`config.mk`:
```
export PLATFORM = sky130hd
export DESIGN_NAME = flag_branch_unit
export DESIGN_NICKNAME = d
export VERILOG_FILES = /design/src/rtl/flag_branch_unit.sv
export SDC_FILE = /design/constraint.sdc
export NUM_CORES = 1
export LEC_CHECK = 0
export ABC_AREA = 1
export BUFFER_PORTS_ARGS = -buffer_cell sky130_fd_sc_hd__buf_2
export CELL_PAD_IN_SITES_DETAIL_PLACEMENT = 2
export CELL_PAD_IN_SITES_GLOBAL_PLACEMENT = 2
export CORE_AREA = 5 5 80 82
export CTS_BUF_LIST = sky130_fd_sc_hd__clkbuf_8
export DETAILED_ROUTE_END_ITERATION = 8
export DIE_AREA = 0 0 85 87
export PLACE_DENSITY_LB_ADDON = 0.1
export SKIP_LAST_GASP = 1
export SLEW_MARGIN = 5
export SYNTH_ARGS = -nofsm -noshare
export SYNTH_HDL_FRONTEND = slang
export SYNTH_SLANG_ARGS = --single-unit
```
`constraint.sdc`:
```
create_clock -name clk -period 4 [get_ports clk]
set_clock_uncertainty 0.2 [all_clocks]
set_input_delay 0.2 -clock clk [delete_from_list [all_inputs] [get_ports clk]]
set_output_delay 0.2 -clock clk [all_outputs]
set_load 0.005 [all_outputs]
```
`src/rtl/flag_branch_unit.sv`:
```
// Flag register and branch-condition resolver sitting behind the EX-stage ALU.
// Optional `FLAG_FWD_EN bypasses same-cycle ALU flags into a dependent branch instead of stalling.
module flag_branch_unit #(
  parameter int WIDTH     = 16,
  parameter int CNT_WIDTH = 16
) (
  input  logic                 clk,
  input  logic                 rst,
  input  logic                 ex_valid,
  input  logic [3:0]           ex_opcode,
  input  logic                 ex_hold,
  input  logic [WIDTH-1:0]     alu_out,
  input  logic                 alu_ovfl,
  input  logic                 flush,
  input  logic                 br_valid,
  input  logic [2:0]           br_ccc,
  output logic                 br_taken,
  output logic                 br_stall,
  output logic [2:0]           flags,
  output logic [CNT_WIDTH-1:0] taken_cnt
);

  typedef enum logic [0:0] {
    EVAL = 1'b0,
    WAIT = 1'b1
  } state_t;

  localparam logic [CNT_WIDTH-1:0] CNT_MAX = {CNT_WIDTH{1'b1}};
  localparam logic [CNT_WIDTH-1:0] CNT_ONE = {{(CNT_WIDTH-1){1'b0}}, 1'b1};

  state_t                state_r;
  state_t                state_next_s;
  logic [2:0]            flags_r;
  logic [2:0]            flags_next_s;
  logic                  wr_zvn_s;
  logic                  wr_z_s;
  logic                  flag_we_s;
  logic                  flag_dep_s;
  logic                  taken_s;
  logic                  stall_s;
  logic [CNT_WIDTH-1:0]  cnt_r;

  // Branch condition on a {Z,V,N} flag vector.
  function automatic logic cond_eval(input logic [2:0] ccc, input logic [2:0] f);
    logic z, v, n;
    z = f[2];
    v = f[1];
    n = f[0];
    case (ccc)
      3'b000:  cond_eval = ~z;
      3'b001:  cond_eval = z;
      3'b010:  cond_eval = ~z & ~n;
      3'b011:  cond_eval = n;
      3'b100:  cond_eval = z | ~n;
      3'b101:  cond_eval = n | z;
      3'b110:  cond_eval = v;
      3'b111:  cond_eval = 1'b1;
      default: cond_eval = 1'b0;
    endcase
  endfunction

  // Per-opcode flag write mask.
  always_comb begin
    wr_zvn_s = 1'b0;
    wr_z_s   = 1'b0;
    case (ex_opcode)
      4'b0000, 4'b0001: begin
        wr_zvn_s = 1'b1;
        wr_z_s   = 1'b1;
      end
      4'b0010, 4'b0100, 4'b0101, 4'b0110: begin
        wr_zvn_s = 1'b0;
        wr_z_s   = 1'b1;
      end
      default: begin
        wr_zvn_s = 1'b0;
        wr_z_s   = 1'b0;
      end
    endcase
  end

  // Z is derived from the full result rather than trusting an ALU zero line.
  assign flags_next_s = {wr_z_s   ? (alu_out == {WIDTH{1'b0}}) : flags_r[2],
                         wr_zvn_s ? alu_ovfl                   : flags_r[1],
                         wr_zvn_s ? alu_out[WIDTH-1]           : flags_r[0]};
  assign flag_dep_s   = ex_valid & wr_z_s;
  assign flag_we_s    = flag_dep_s & ~ex_hold;

  // Architectural flag register.
  always_ff @(posedge clk or posedge rst) begin
    if (rst) begin
      flags_r <= 3'b000;
    end else if (flag_we_s) begin
      flags_r <= flags_next_s;
    end else begin
      flags_r <= flags_r;
    end
  end

  // FSM state register.
  always_ff @(posedge clk or posedge rst) begin
    if (rst) begin
      state_r <= EVAL;
    end else begin
      state_r <= state_next_s;
    end
  end

  // FSM next-state logic.
  always_comb begin
    state_next_s = EVAL;
    case (state_r)
      EVAL: begin
        if (~flush & br_valid & flag_dep_s) begin
`ifdef FLAG_FWD_EN
          state_next_s = ex_hold ? WAIT : EVAL;
`else
          state_next_s = WAIT;
`endif
        end else begin
          state_next_s = EVAL;
        end
      end
      WAIT: begin
        if (~flush & br_valid & ex_hold) begin
          state_next_s = WAIT;
        end else begin
          state_next_s = EVAL;
        end
      end
      default: state_next_s = EVAL;
    endcase
  end

  // FSM outputs; both are forced low while reset is asserted.
  always_comb begin
    taken_s = 1'b0;
    stall_s = 1'b0;
    if (rst | flush) begin
      taken_s = 1'b0;
      stall_s = 1'b0;
    end else begin
      case (state_r)
        EVAL: begin
          if (br_valid & flag_dep_s) begin
`ifdef FLAG_FWD_EN
            if (ex_hold) begin
              stall_s = 1'b1;
            end else begin
              taken_s = cond_eval(br_ccc, flags_next_s);
            end
`else
            stall_s = 1'b1;
`endif
          end else begin
            taken_s = br_valid & cond_eval(br_ccc, flags_r);
          end
        end
        WAIT: begin
          if (~br_valid) begin
            taken_s = 1'b0;
          end else if (ex_hold) begin
            stall_s = 1'b1;
          end else begin
            taken_s = cond_eval(br_ccc, flags_r);
          end
        end
        default: begin
          taken_s = 1'b0;
          stall_s = 1'b0;
        end
      endcase
    end
  end

  // Saturating count of taken branches.
  always_ff @(posedge clk or posedge rst) begin
    if (rst) begin
      cnt_r <= {CNT_WIDTH{1'b0}};
    end else if (taken_s && (cnt_r != CNT_MAX)) begin
      cnt_r <= cnt_r + CNT_ONE;
    end else begin
      cnt_r <= cnt_r;
    end
  end

  assign br_taken  = taken_s;
  assign br_stall  = stall_s;
  assign flags     = flags_r;
  assign taken_cnt = cnt_r;

endmodule

```
==> impl_metrics.ini <==
[cts]
clk_pin_slew_worst_paths_ps = 80
clk_latency_ps = 260
cts_tree = done
cts_root_buffer = clkbuf_8
clock-sinks = 20
clockBufferDepth = 2
post_cts_buffers = 0
cts_max_level = 1
cts-buffers-inserted = 3

[global_route]
grt_pass1_vias = 1592
grt_start_max_net_pins = 23
grt.total_usage = 0.125
overflow = 0
grt_pass1_wl_mm = 7.53
antenna_found_initial = 0

[timing]
clock.fmax_mhz = 421
tns_ps = 0
period_share = 0.594
rsz0062_at_grt = false
whs_ps = 14.5
slew_viol_final = 0
hold_viol_final = 0
relSlewSlack = 0.726
fin_crit_ps = 2370
worst_pin_slew_ps = 410
setup_viol = 0

[worst_hold_path]
worstHoldPathType = input port to register

[critical_path]
end_kind = output port
crit_end = br_taken
timing.rr.end = taken_cnt[6]$_DFFE_PP0P_
cp_slowest_cell = dlygate4sd3_1
worstSetupStartpointType = input port
r2r_cells = 7
worstPathMaxFanout = 22
critical_path.startpoint = rst
cp_common_cell = buf_2
arrival_ps = 1970
critical_path.cell_chain = dlygate4sd3_1 -> buf_2 -> inv_1 -> buf_4 -> nand3_1 -> nor2_4 -> buf_2
regToRegStartpoint = taken_cnt[0]$_DFFE_PP0P_
crit_type = input port to output port
max_stage_delay_ps = 540
worst-r2r-setup-slack_ps = 1990
worst_ep_required_time_ps = 3600

[power]
pwr-share-seq = 0.479
irDropWorstVdd_mv = 0.0875
intPower_w = 0.000358
power.switching_w = 0.000158
p_sw_frac = 0.306
p_comb_frac = 0.208
leakage_nw = 0.933
p_per_area_mw_per_mm2 = 293
power_frac_clock = 0.313

[logic_synthesis]
ys.flop_type = dfrtp_1
synth_edf_count = 0
avgSynthCellArea_um2 = 7.18
synthCells = 186
yosys_warnings = 0
async_reset_ff_frac = 1.00
synth_area_mm2 = 0.00134
synth_fp_nets = 217
synth_cell_types = 23
synth_seq_cells = 20
synth-seq-area-share = 0.375

[drt]
via_per_inst = 4.36
dr.first_iter.drc_count = 15
num_vias = 1381
drc = 0
ant_nets = 0
wl_per_cell_um = 13.8
wl_mm = 4.37
drtPass1Iterations = 2

[floorplanning]
die_h_um = 87
row_count = 28
fp.coreArea_mm2 = 0.00568
ios = 51
start_util = 0.235
die_w_um = 85
dieArea_mm2 = 0.00740

[outcome]
status = finished, final reports clean

[run]
max_cap_viol_count = 0

[finish]
drive_above_1_share = 0.260
diodes = 0
area_growth_pct = 31.6
nets = 274

[placement]
portBuffers = 50
gp_congestion = 0.731
post-dp-hpwl_mm = 3.38
-- synthesized netlist by cell type, types with 2 or more instances --
cell type	instances	share of area
nand3_1	23	0.086
nor4_1	4	0.019
nor3_1	2	0.0075
o21ai_0	2	0.0075
nor2_4	2	0.017
nand2_1	65	0.18
dfrtp_1	20	0.37
nor2_1	28	0.079
nand4_4	2	0.032
inv_1	12	0.034
xor2_1	5	0.033
xnor2_1	9	0.059
a21oi_1	2	0.0075
-- layout by cell type (no fill, tap or decap) --
cell type,instances
nand2_1,65
buf_2,50
nor2_1,28
nand3_1,23
dfrtp_1,20
inv_1,12
xnor2_1,9
xor2_1,5
nor4_1,4
clkbuf_8,4
dlygate4sd3_1,4
nor2_4,2
nand4_4,2
a21oi_1,2
nor3_1,2
o21ai_0,2
nand3b_1,1
nand2_2,1
nand3_2,1
nor2_2,1
nand4_1,1
mux2_2,1
ha_1,1
buf_4,1
-- worst max-delay path, delay by kind of cell --
family | cells | cell delay, ps
buf+inv | 5 | 1190
simple gates | 2 | 580
-- cells by family (layout without fill, tap and decap cells) --
logic type                 after synthesis  after routing  synth area share
AOI/OAI and AO/OA                        4              4            0.0150
xor gates and xnor gates                14             14            0.0918
adders and majority gates                1              1           0.00936
buffers and inverters                   15             71            0.0515
DFF                                     20             20             0.375
muxes                                    1              1           0.00843
and+or+nand+nor                        131            131             0.449
-- stage by stage --
step	total power, W	util	setup slack, ps	std cells	area (µm²)
finish	0.000515	0.310	1630	317	1760
global route	0.000554	0.310	1470	317	1760
CTS	0.000527	0.310	1590	317	1760
detailed placement	0.000358	0.293	1970	309	1660
global placement	0.000357	0.293	2030	309	1660
floorplan	0.000304	-	2270	186	1340
-- area by class of cell --
cell class	count	area [µm²]
inverter	12	45.0
timing repair buffer	55	298
sequential	20	500
fill	696	3920
tap	75	93.8
multi-input combinational	151	767
clock buffer	4	55.1
-- per-layer routing --
layer	vias to the layer above	share of wire	GRT usage	routed length (µm)
met5	-	0	0	0
met3	4	0.038	0.0199	164
li1	702	-	-	-
met4	0	0.0073	0.0345	32
met1	646	0.45	0.148	1960
met2	29	0.51	0.233	2210
-- flip-flops by register name, indices dropped and copies added (netlist names) --
register	cells
flags	3
taken_cnt	16
state_r	1
-- timing repair --
item	4_1_cts	5_1_grt
gates resized for setup	0	0
hold buffers	4	0
endpoints found under the hold margin	22	0
-- power by group through the flow --
stage	logic, W	clock network (W)	registers [W]
floorplan	0.0000575	0	0.000246
finish	0.000107	0.000161	0.000247
global placement	0.000106	0	0.000251
detailed placement	0.000108	0	0.000250
CTS	0.000111	0.000170	0.000246
global route	0.000123	0.000182	0.000250
-- worst min-delay path by stage --
stage           startpoint                       end  slack (ps)  cells after the start
5_1_grt        alu_out[15]      flags[0]$_DFFE_PP0P_          30                      3
4_1_cts        alu_out[15]      flags[0]$_DFFE_PP0P_          10                      3
3_5_place_dp           rst  taken_cnt[2]$_DFFE_PP0P_          60                      3
2_1_floorplan          rst      flags[0]$_DFFE_PP0P_         -20                      1
6_report       alu_out[15]      flags[0]$_DFFE_PP0P_          10                      3
3_3_place_gp           rst  taken_cnt[2]$_DFFE_PP0P_          60                      3
(Power assumes the default switching activity.)
